`config.mk`:
```
export PLATFORM = sky130hd
export DESIGN_NAME = ps2_device_tx
export DESIGN_NICKNAME = d
export VERILOG_FILES = /design/src/rtl/ps2_device_tx.sv
export SDC_FILE = /design/constraint.sdc
export NUM_CORES = 1
export LEC_CHECK = 0
export ABC_CLOCK_PERIOD_IN_PS = 3550
export CELL_PAD_IN_SITES_DETAIL_PLACEMENT = 1
export CELL_PAD_IN_SITES_GLOBAL_PLACEMENT = 2
export CORE_MARGIN = 3
export CORE_UTILIZATION = 44
export CTS_BUF_LIST = sky130_fd_sc_hd__clkbuf_2 sky130_fd_sc_hd__clkbuf_4 sky130_fd_sc_hd__clkbuf_8
export DETAILED_ROUTE_END_ITERATION = 6
export HOLD_SLACK_MARGIN = 0.08
export PLACE_DENSITY_LB_ADDON = 0.1
export SLEW_MARGIN = 20
export SYNTH_ARGS = -nofsm -noshare
export SYNTH_HDL_FRONTEND = slang
export SYNTH_SLANG_ARGS = --single-unit
```
`constraint.sdc`:
```
create_clock -name clk -period 3.55 [get_ports clk]
set_input_delay 0.355 -clock clk [delete_from_list [all_inputs] [get_ports clk]]
set_output_delay 0.355 -clock clk [all_outputs]
set_load 0.005 [all_outputs]
```
`src/rtl/ps2_device_tx.sv`:
```
// ps2_device_tx: PS/2 device-to-host frame transmitter fed from a small byte FIFO.
// Emulates a keyboard by serialising queued scan codes onto push-pull ps2_clk/ps2_data.
module ps2_device_tx #(
    parameter int CLK_DIV = 8,
    parameter int GAP     = 16,
    parameter int DEPTH   = 4
) (
    input  logic       clk,
    input  logic       rst,
    input  logic       wr_en,
    input  logic [7:0] wr_data,
    output logic       full,
    output logic       ovf,
    output logic       busy,
    output logic       ps2_clk,
    output logic       ps2_data
);
    localparam int AW = $clog2(DEPTH);
    localparam int CW = $clog2(CLK_DIV > GAP ? CLK_DIV : GAP) + 1;
    localparam logic [CW-1:0] DIV_END = CW'(CLK_DIV - 1);
    localparam logic [CW-1:0] GAP_END = CW'(GAP - 1);
    localparam logic [AW:0] FULL_CNT = (AW+1)'(DEPTH);

    typedef enum logic [1:0] {S_IDLE, S_HIGH, S_LOW, S_GAP} state_t;

    state_t        state, state_n;
    logic [7:0]    mem [DEPTH];
    logic [AW-1:0] rptr, wptr;
    logic [AW:0]   count, count_n;
    logic [CW-1:0] cnt, cnt_n;
    logic [3:0]    idx, idx_n;
    logic [10:0]   sh, sh_n;
    logic [7:0]    head;
    logic          push, pop, clk_n, data_n;

    assign push    = wr_en && !full;
    assign pop     = (state == S_IDLE) && (count != '0);
    assign head    = mem[rptr];
    assign count_n = count + (AW+1)'(push) - (AW+1)'(pop);

    always_ff @(posedge clk) begin
        if (push)
            mem[wptr] <= wr_data;
    end

    always_comb begin
        state_n = state;
        cnt_n   = cnt;
        idx_n   = idx;
        sh_n    = sh;
        case (state)
            S_IDLE: if (pop) begin
                state_n = S_HIGH;
                cnt_n   = '0;
                idx_n   = '0;
                sh_n    = {1'b1, ~^head, head, 1'b0};
            end
            S_HIGH: begin
                state_n = (cnt == DIV_END) ? S_LOW : S_HIGH;
                cnt_n   = (cnt == DIV_END) ? '0 : cnt + 1'b1;
            end
            S_LOW: if (cnt == DIV_END) begin
                cnt_n   = '0;
                state_n = (idx == 4'd10) ? S_GAP : S_HIGH;
                idx_n   = (idx == 4'd10) ? idx : idx + 1'b1;
                sh_n    = (idx == 4'd10) ? sh : {1'b1, sh[10:1]};
            end else begin
                cnt_n   = cnt + 1'b1;
            end
            S_GAP: begin
                state_n = (cnt == GAP_END) ? S_IDLE : S_GAP;
                cnt_n   = (cnt == GAP_END) ? '0 : cnt + 1'b1;
            end
            default: state_n = S_IDLE;
        endcase
        // data only moves on entry to HIGH, so it is stable across every low phase
        clk_n  = state_n != S_LOW;
        data_n = (state_n == S_HIGH || state_n == S_LOW) ? sh_n[0] : 1'b1;
    end

    always_ff @(posedge clk or posedge rst) begin
        if (rst) begin
            state    <= S_IDLE;
            cnt      <= '0;
            idx      <= '0;
            sh       <= '1;
            rptr     <= '0;
            wptr     <= '0;
            count    <= '0;
            full     <= 1'b0;
            ovf      <= 1'b0;
            busy     <= 1'b0;
            ps2_clk  <= 1'b1;
            ps2_data <= 1'b1;
        end else begin
            state    <= state_n;
            cnt      <= cnt_n;
            idx      <= idx_n;
            sh       <= sh_n;
            rptr     <= pop ? rptr + 1'b1 : rptr;
            wptr     <= push ? wptr + 1'b1 : wptr;
            count    <= count_n;
            full     <= count_n == FULL_CNT;
            ovf      <= ovf || (wr_en && full);
            busy     <= (state_n != S_IDLE) || (count_n != '0);
            ps2_clk  <= clk_n;
            ps2_data <= data_n;
        end
    end
endmodule

```
## Yosys cells after proc, flatten, opt, wreduce, memory -nomap -nowiden

Memories as Yosys holds them, arrays and structs flattened.
Cells that the tools add are included.

| storage, ports and cells | value |
|---|---|
| bits of input ports | 11 |
| output and inout bits | 5 |
| memories kept | 1 |
| logic and storage cells | 69 |
| bits in writable memories | 32 |
| register bits | 34 |

Memories:

| memory | words | width | rd ports | clocked after memory_dff | write ports | line | source |
|---|---|---|---|---|---|---|---|
| mem | 4 | 8 | 1 | 0 | 1 | 27 | `logic [7:0] mem [DEPTH];` |

| operators by class | value |
|---|---|
| reductions and logical operators | 15 |
| $add $sub $neg | 6 |
| eq/ne operators | 13 |
| mux-type cells | 21 |

Operators with widths:

| operator | number |
|---|---|
| $mux W11 | 3 |
| $pmux W11 S2 | 1 |
| $mux W5 | 3 |
| $pmux W5 S3 | 1 |
| $mux W4 | 3 |
| $mux W2 | 5 |
| $ne A2 B2 Y1 const B | 4 |
| $pmux W2 S4 | 1 |
| $pmux W4 S2 | 1 |
| $reduce_xnor A8 Y1 | 1 |
| $eq A2 B2 Y1 const B | 3 |
| $reduce_bool A3 Y1 | 2 |
| $add A5 B1 Y5 const B | 1 |
| $eq A5 B3 Y1 const B | 1 |
| $eq A5 B4 Y1 const B | 1 |
| $add A2 B1 Y2 const B | 2 |
| $add A4 B1 Y4 const B | 1 |
| $eq A2 B1 Y1 const B | 2 |
| $eq A4 B4 Y1 const B | 1 |
| $reduce_and A4 Y1 | 1 |
| $reduce_bool A2 Y1 | 2 |
| $add A3 B1 Y3 | 1 |
| $eq A3 B3 Y1 const B | 1 |
| $logic_and A1 B1 Y1 | 3 |
| 6 further kinds | 10 |

## Longest topological paths before layout

| depth | value |
|---|---|
| depth in word-level cells | 7 |
| mapped depth | 11 |
| gate-level depth less buffers | 10 |

## Worst setup path after synthesis

Ideal clock, no wire load.

| timing path | value |
|---|---|
| kind | register -> register |
| from | register state[0] |
| to | register busy |
| cell stages (with the launch flop) | 12 |
| data arrival time | 2481 ps |
| required time | 3417 ps |
| buffers on the path | 2 |
| library setup time | 133 ps |
| slack | 936 ps |
| cells stage by stage | dfrtp_1 inv_1 ha_1 clkbuf_1 o31a_1 buf_1 ha_1 inv_1 ha_1 fa_1 nor2_1 nand3_1 |

| between the ends | value |
|---|---|
| elaborated cells on any way between the ends | 12 |
| classes of those cells | add/sub (1); eq/ne (3); mux (3); reduce/logical (5) |

RTL lines:

| item | line | source |
|---|---|---|
| from (decl) | 26 | `state_t state, state_n;` |
| from (signal assigned) | 96 | `state <= state_n;` |
| $logic_not A2 Y1 | 37 | `assign pop = (state == S_IDLE) && (count != '0);` |
| $logic_and A1 B1 Y1 | 37 |  |
| $sub A3 B1 Y3 | 39 | `assign count_n = count + (AW+1)'(push) - (AW+1)'(pop);` |
| named net count_n[1] | 29 | `logic [AW:0] count, count_n;` |
| $reduce_bool A3 Y1 | 105 | `busy <= (state_n != S_IDLE) \|\| (count_n != '0);` |
| $logic_or A1 B1 Y1 | 105 |  |
| to (signal assigned) | 105 |  |
| to (decl) | 14 | `output logic busy,` |

The timed path passes the listed nets, and every way through them passes these cells.
A chain may end at the register's enable or synchronous reset.

## Final worst setup path

| timing path | value |
|---|---|
| from | register state[0] |
| to | register busy |

| between the ends | value |
|---|---|
| cells in the longest elaborated chain, start to end | 6 |
| elaborated cells on any way between the ends | 12 |
| classes of those cells | add/sub (1); eq/ne (3); mux (3); reduce/logical (5) |

Ends and longest elaborated chain:

| item | line |
|---|---|
| parallel branches: the longest is 5 deep, another holds $sub A3 B1 Y3 | -- |
| $logic_or A1 B1 Y1 (*) | 105 |

Mark *: on every way between the ends.

==> impl_metrics.csv <==
group,metric,value,unit
run_status,outcome,"complete, no violations",
detailed_routing,wirelength,6000,um
place,port_buffers,15,
floorplan,die_h,89.1,um
synthesis,synthArstFlopShare,51.5,%
place,place_congestion,0.734,
power,power.density,559,mW/mm2
cells_and_area,fin_area,0.00348,mm2
detailed_routing,drtAntennaViolNets,0,
clocking,post_cts_buffers,0,
synthesis,synth_area,0.00304,mm2
cells_and_area,syn_to_final_growth,14.3,%
clocking,cts_resized,0,
worst_setup_path,setup.worst_path.end,"busy",
worst_setup_path,r2r_setup_slack,960,ps
timing,relSlewSlack,34.0,%
clocking,cts_num_sinks,66,
synthesis,synth_cell_type_count,42,
detailed_routing,drt-initial-drc-count,28,
worst_setup_path,crit_chain,"inv_1 > ha_1 > o31a_1 > buf_4 > ha_1 > inv_1 > ha_1 > fa_1 > xnor2_1 > nand3_1",
timing,setup_viol,0,
synthesis,yosysTopAreaCell,"edfxtp_1",
worst_setup_path,critical_path_depth,10,
timing,period_share,73.0,%
cells_and_area,multi_input_area,0.00110,mm2
power,p_leak,0.00140,uW
worst_setup_path,crit_path_top_delay_cell,"dfrtp_1",
floorplan,core,0.00653,mm2
worst_setup_path,required,3770,ps
clocking,clk_latency,350,ps
clocking,postCtsHoldBufs,0,
clocking,clock_path_buffers,2,
detailed_routing,vias,1780,
synthesis,synth.area.top_cells,"edfxtp_1 32%, dfrtp_1 17%, dfstp_2 11%",
worst_setup_path,rr_startpoint,"state[0]",
worst_setup_path,cp-end-kind,"flop",
detailed_routing,drt-pass1-iter-count,4,
timing,finalMaxSlewViolations,0,
worst_setup_path,cp_top_family,"adder cells",
cells_and_area,seqCellArea,0.00183,mm2
synthesis,syn-instance-count,225,
synthesis,synth_top_flop_cell,"edfxtp_1",
detailed_routing,wire_per_inst,18.3,um
timing,finClkSkew,8.99,ps
detailed_routing,remaining_drc_errors,0,
timing,rsz0062_at_grt,"false",
cells_and_area,fin_nets,275,
worst_setup_path,rr_endpoint,"busy",
synthesis,avgSynthCellArea,13.5,um2
detailed_routing,via_per_inst,5.43,
floorplan,start_util,46.6,%
synthesis,synth.top_cell.area_share,31.6,%
cells_and_area,antennaDiodeCount,0,
cells_and_area,num-fill-cells,656,
worst_setup_path,ff2ff_path_depth,10,
clocking,cts_buffers,9,
grt,globalRouteOverflowTotal,0,
synthesis,ys_ff_latch,66,
synthesis,yosysSeqAreaShare,60.1,%
timing,worst_pin_slew,984,ps
floorplan,ios,16,
grt,grt_pass1_wl,10000,um
grt,grt_pass1_vias,1974,
timing,fmax,0.386,GHz
worst_setup_path,critPathArrivalTime,2810,ps
clocking,ctsHtreeMaxLevel,3,
power,vdd_drop_max,360,uV
grt,antenna_found_initial,0,
synthesis,syn_nets,254,
clocking,cts_tree,"done",
timing,hold_viol_final,0,
clocking,path_clk_slew,80,ps
timing,min_period,2590,ps
floorplan,dieArea,0.00794,mm2
place,placed_area,0.00327,mm2
worst_setup_path,critPathKind,"flop to flop",
worst_setup_path,startpoint,"state[0]",
grt,grt_max_degree,27,
synthesis,synth_edf_count,32,
cells_and_area,drive_gt1_share,15.5,%
worst_setup_path,critPathMaxStageDelay,420,ps
worst_setup_path,cpMostUsedCell,"ha_1",
clocking,cts_root_buffer,"clkbuf_8",
grt,grt_usage,17.4,%
place,dpl.hpwl,4340,um
flow_run,max_cap_viol_count,0,
worst_hold_path,hp-class,"primary input to async pin",
synthesis,ys_warn_count,0,
worst_setup_path,path_buf_inv,3,
timing,fin_tns_setup,0,ps
worst_setup_path,cp-start-kind,"flop",
floorplan,rows,29,
worst_setup_path,critPathMaxFanout,13,
floorplan,die_w,89.1,um
==> worst reg2reg max path, cell delays in order, from the launching register on <==
cell     delay [ps]
dfrtp_1         420
inv_1           120
ha_1            370
o31a_1          190
buf_4           200
ha_1            150
inv_1            40
ha_1            190
fa_1            390
xnor2_1         290
nand3_1         120
==> report_power, final <==
| part | internal, uW | switching, uW | total, uW |
|---|---|---|---|
| clock network | 336 | 328 | 665 |
| registers | 915 | 45.7 | 961 |
| logic | 136 | 181 | 317 |
==> flip-flops by register name, summed over array words and instances, names as in the netlist <==
signal and cells:
busy 1, sh 11, ovf 1, ps2_data 1, cnt 5, rptr 2
wptr 2, state 2, ps2_clk 1, mem 32, count 3, idx 4
full 1
==> cell usage in the layout, fill, tap and decap left out, types with 2 or more instances in the layout <==
master / n
buf_4: 3
mux2_2: 2
inv_1: 17
clkdlybuf4s50_1: 15
nand2_1: 19
a21o_1: 2
and2_1: 5
xor2_1: 4
clkbuf_8: 9
inv_6: 2
nand3_1: 4
xnor2_1: 11
o21ai_0: 14
mux4_1: 6
nor2b_1: 3
a22o_1: 3
dfrtp_1: 21
ha_1: 17
dfstp_2: 13
nor3_1: 5
a22oi_1: 9
edfxtp_1: 32
nor2_1: 7
a21oi_1: 3
and3_1: 2
clkinv_4: 2
mux4_2: 2
==> how the worst min path moves through the flow <==
stage,endpoint,slack (ps),cells after the start,startpoint
finish,ovf,420,2,rst
global route,ovf,470,2,rst
CTS,ovf,470,1,ovf
detailed placement,ovf,450,1,ovf
global placement,ovf,440,1,ovf
floorplan,ovf,450,1,ovf
==> logic make-up (layout without fill, tap and decap cells) <==
group	count (synthesis)	in the layout	share of synthesized area (%)
flops	66	66	60.1
compound gates	39	39	8.48
mux	10	10	7.41
fa+ha+maj	18	18	7.65
xor+xnor	15	15	4.32
simple gates	51	51	8.44
buf+inv	26	52	3.58
==> stage by stage <==
step	setup WS [ps]	std cells	total power, uW	utilization [%]	hold slack, ps
finish	958	328	1940	53.2	420
global route	721	328	2050	53.2	471
CTS	900	328	1970	53.2	471
detailed placement	714	312	1300	50.0	452
global placement	933	312	1260	50.0	441
floorplan	936	225	1180	-	451
==> layer usage <==
metal / global-route usage (%) / up-vias / wire, um
met2: 27.9 / 20 / 2990
met3: 3.32 / 12 / 110
met1: 22.2 / 895 / 2740
li1: - / 853 / -
met4: 9.47 / 0 / 159
met5: 0 / - / 0
==> final cells by class <==
cell class                      count  area share [%]
Clock inverter                      7            2.41
Clock buffer                        9            3.56
Sequential cell                    66            52.6
Multi-Input combinational cell    133            31.7
Inverter                           18            1.94
Timing Repair Buffer               18            4.97
Tap cell                           77            2.77
==> Yosys cell counts, drive strengths merged, types with 2 or more instances <==
| cell type | number |
|---|---|
| edfxtp | 32 |
| dfrtp | 21 |
| nand2 | 19 |
| inv | 18 |
| ha | 17 |
| o21ai | 15 |
| dfstp | 13 |
| xnor2 | 11 |
| a22oi | 9 |
| mux4 | 8 |
| nor2 | 7 |
| and2 | 6 |
| nor3 | 5 |
| buf | 4 |
| clkbuf | 4 |
| nand3 | 4 |
| xor2 | 4 |
| a21oi | 3 |
| a22o | 3 |
| nor2b | 3 |
| a211oi | 2 |
| a21o | 2 |
| and3 | 2 |
| mux2 | 2 |
Power figures use the tool's default switching activity.
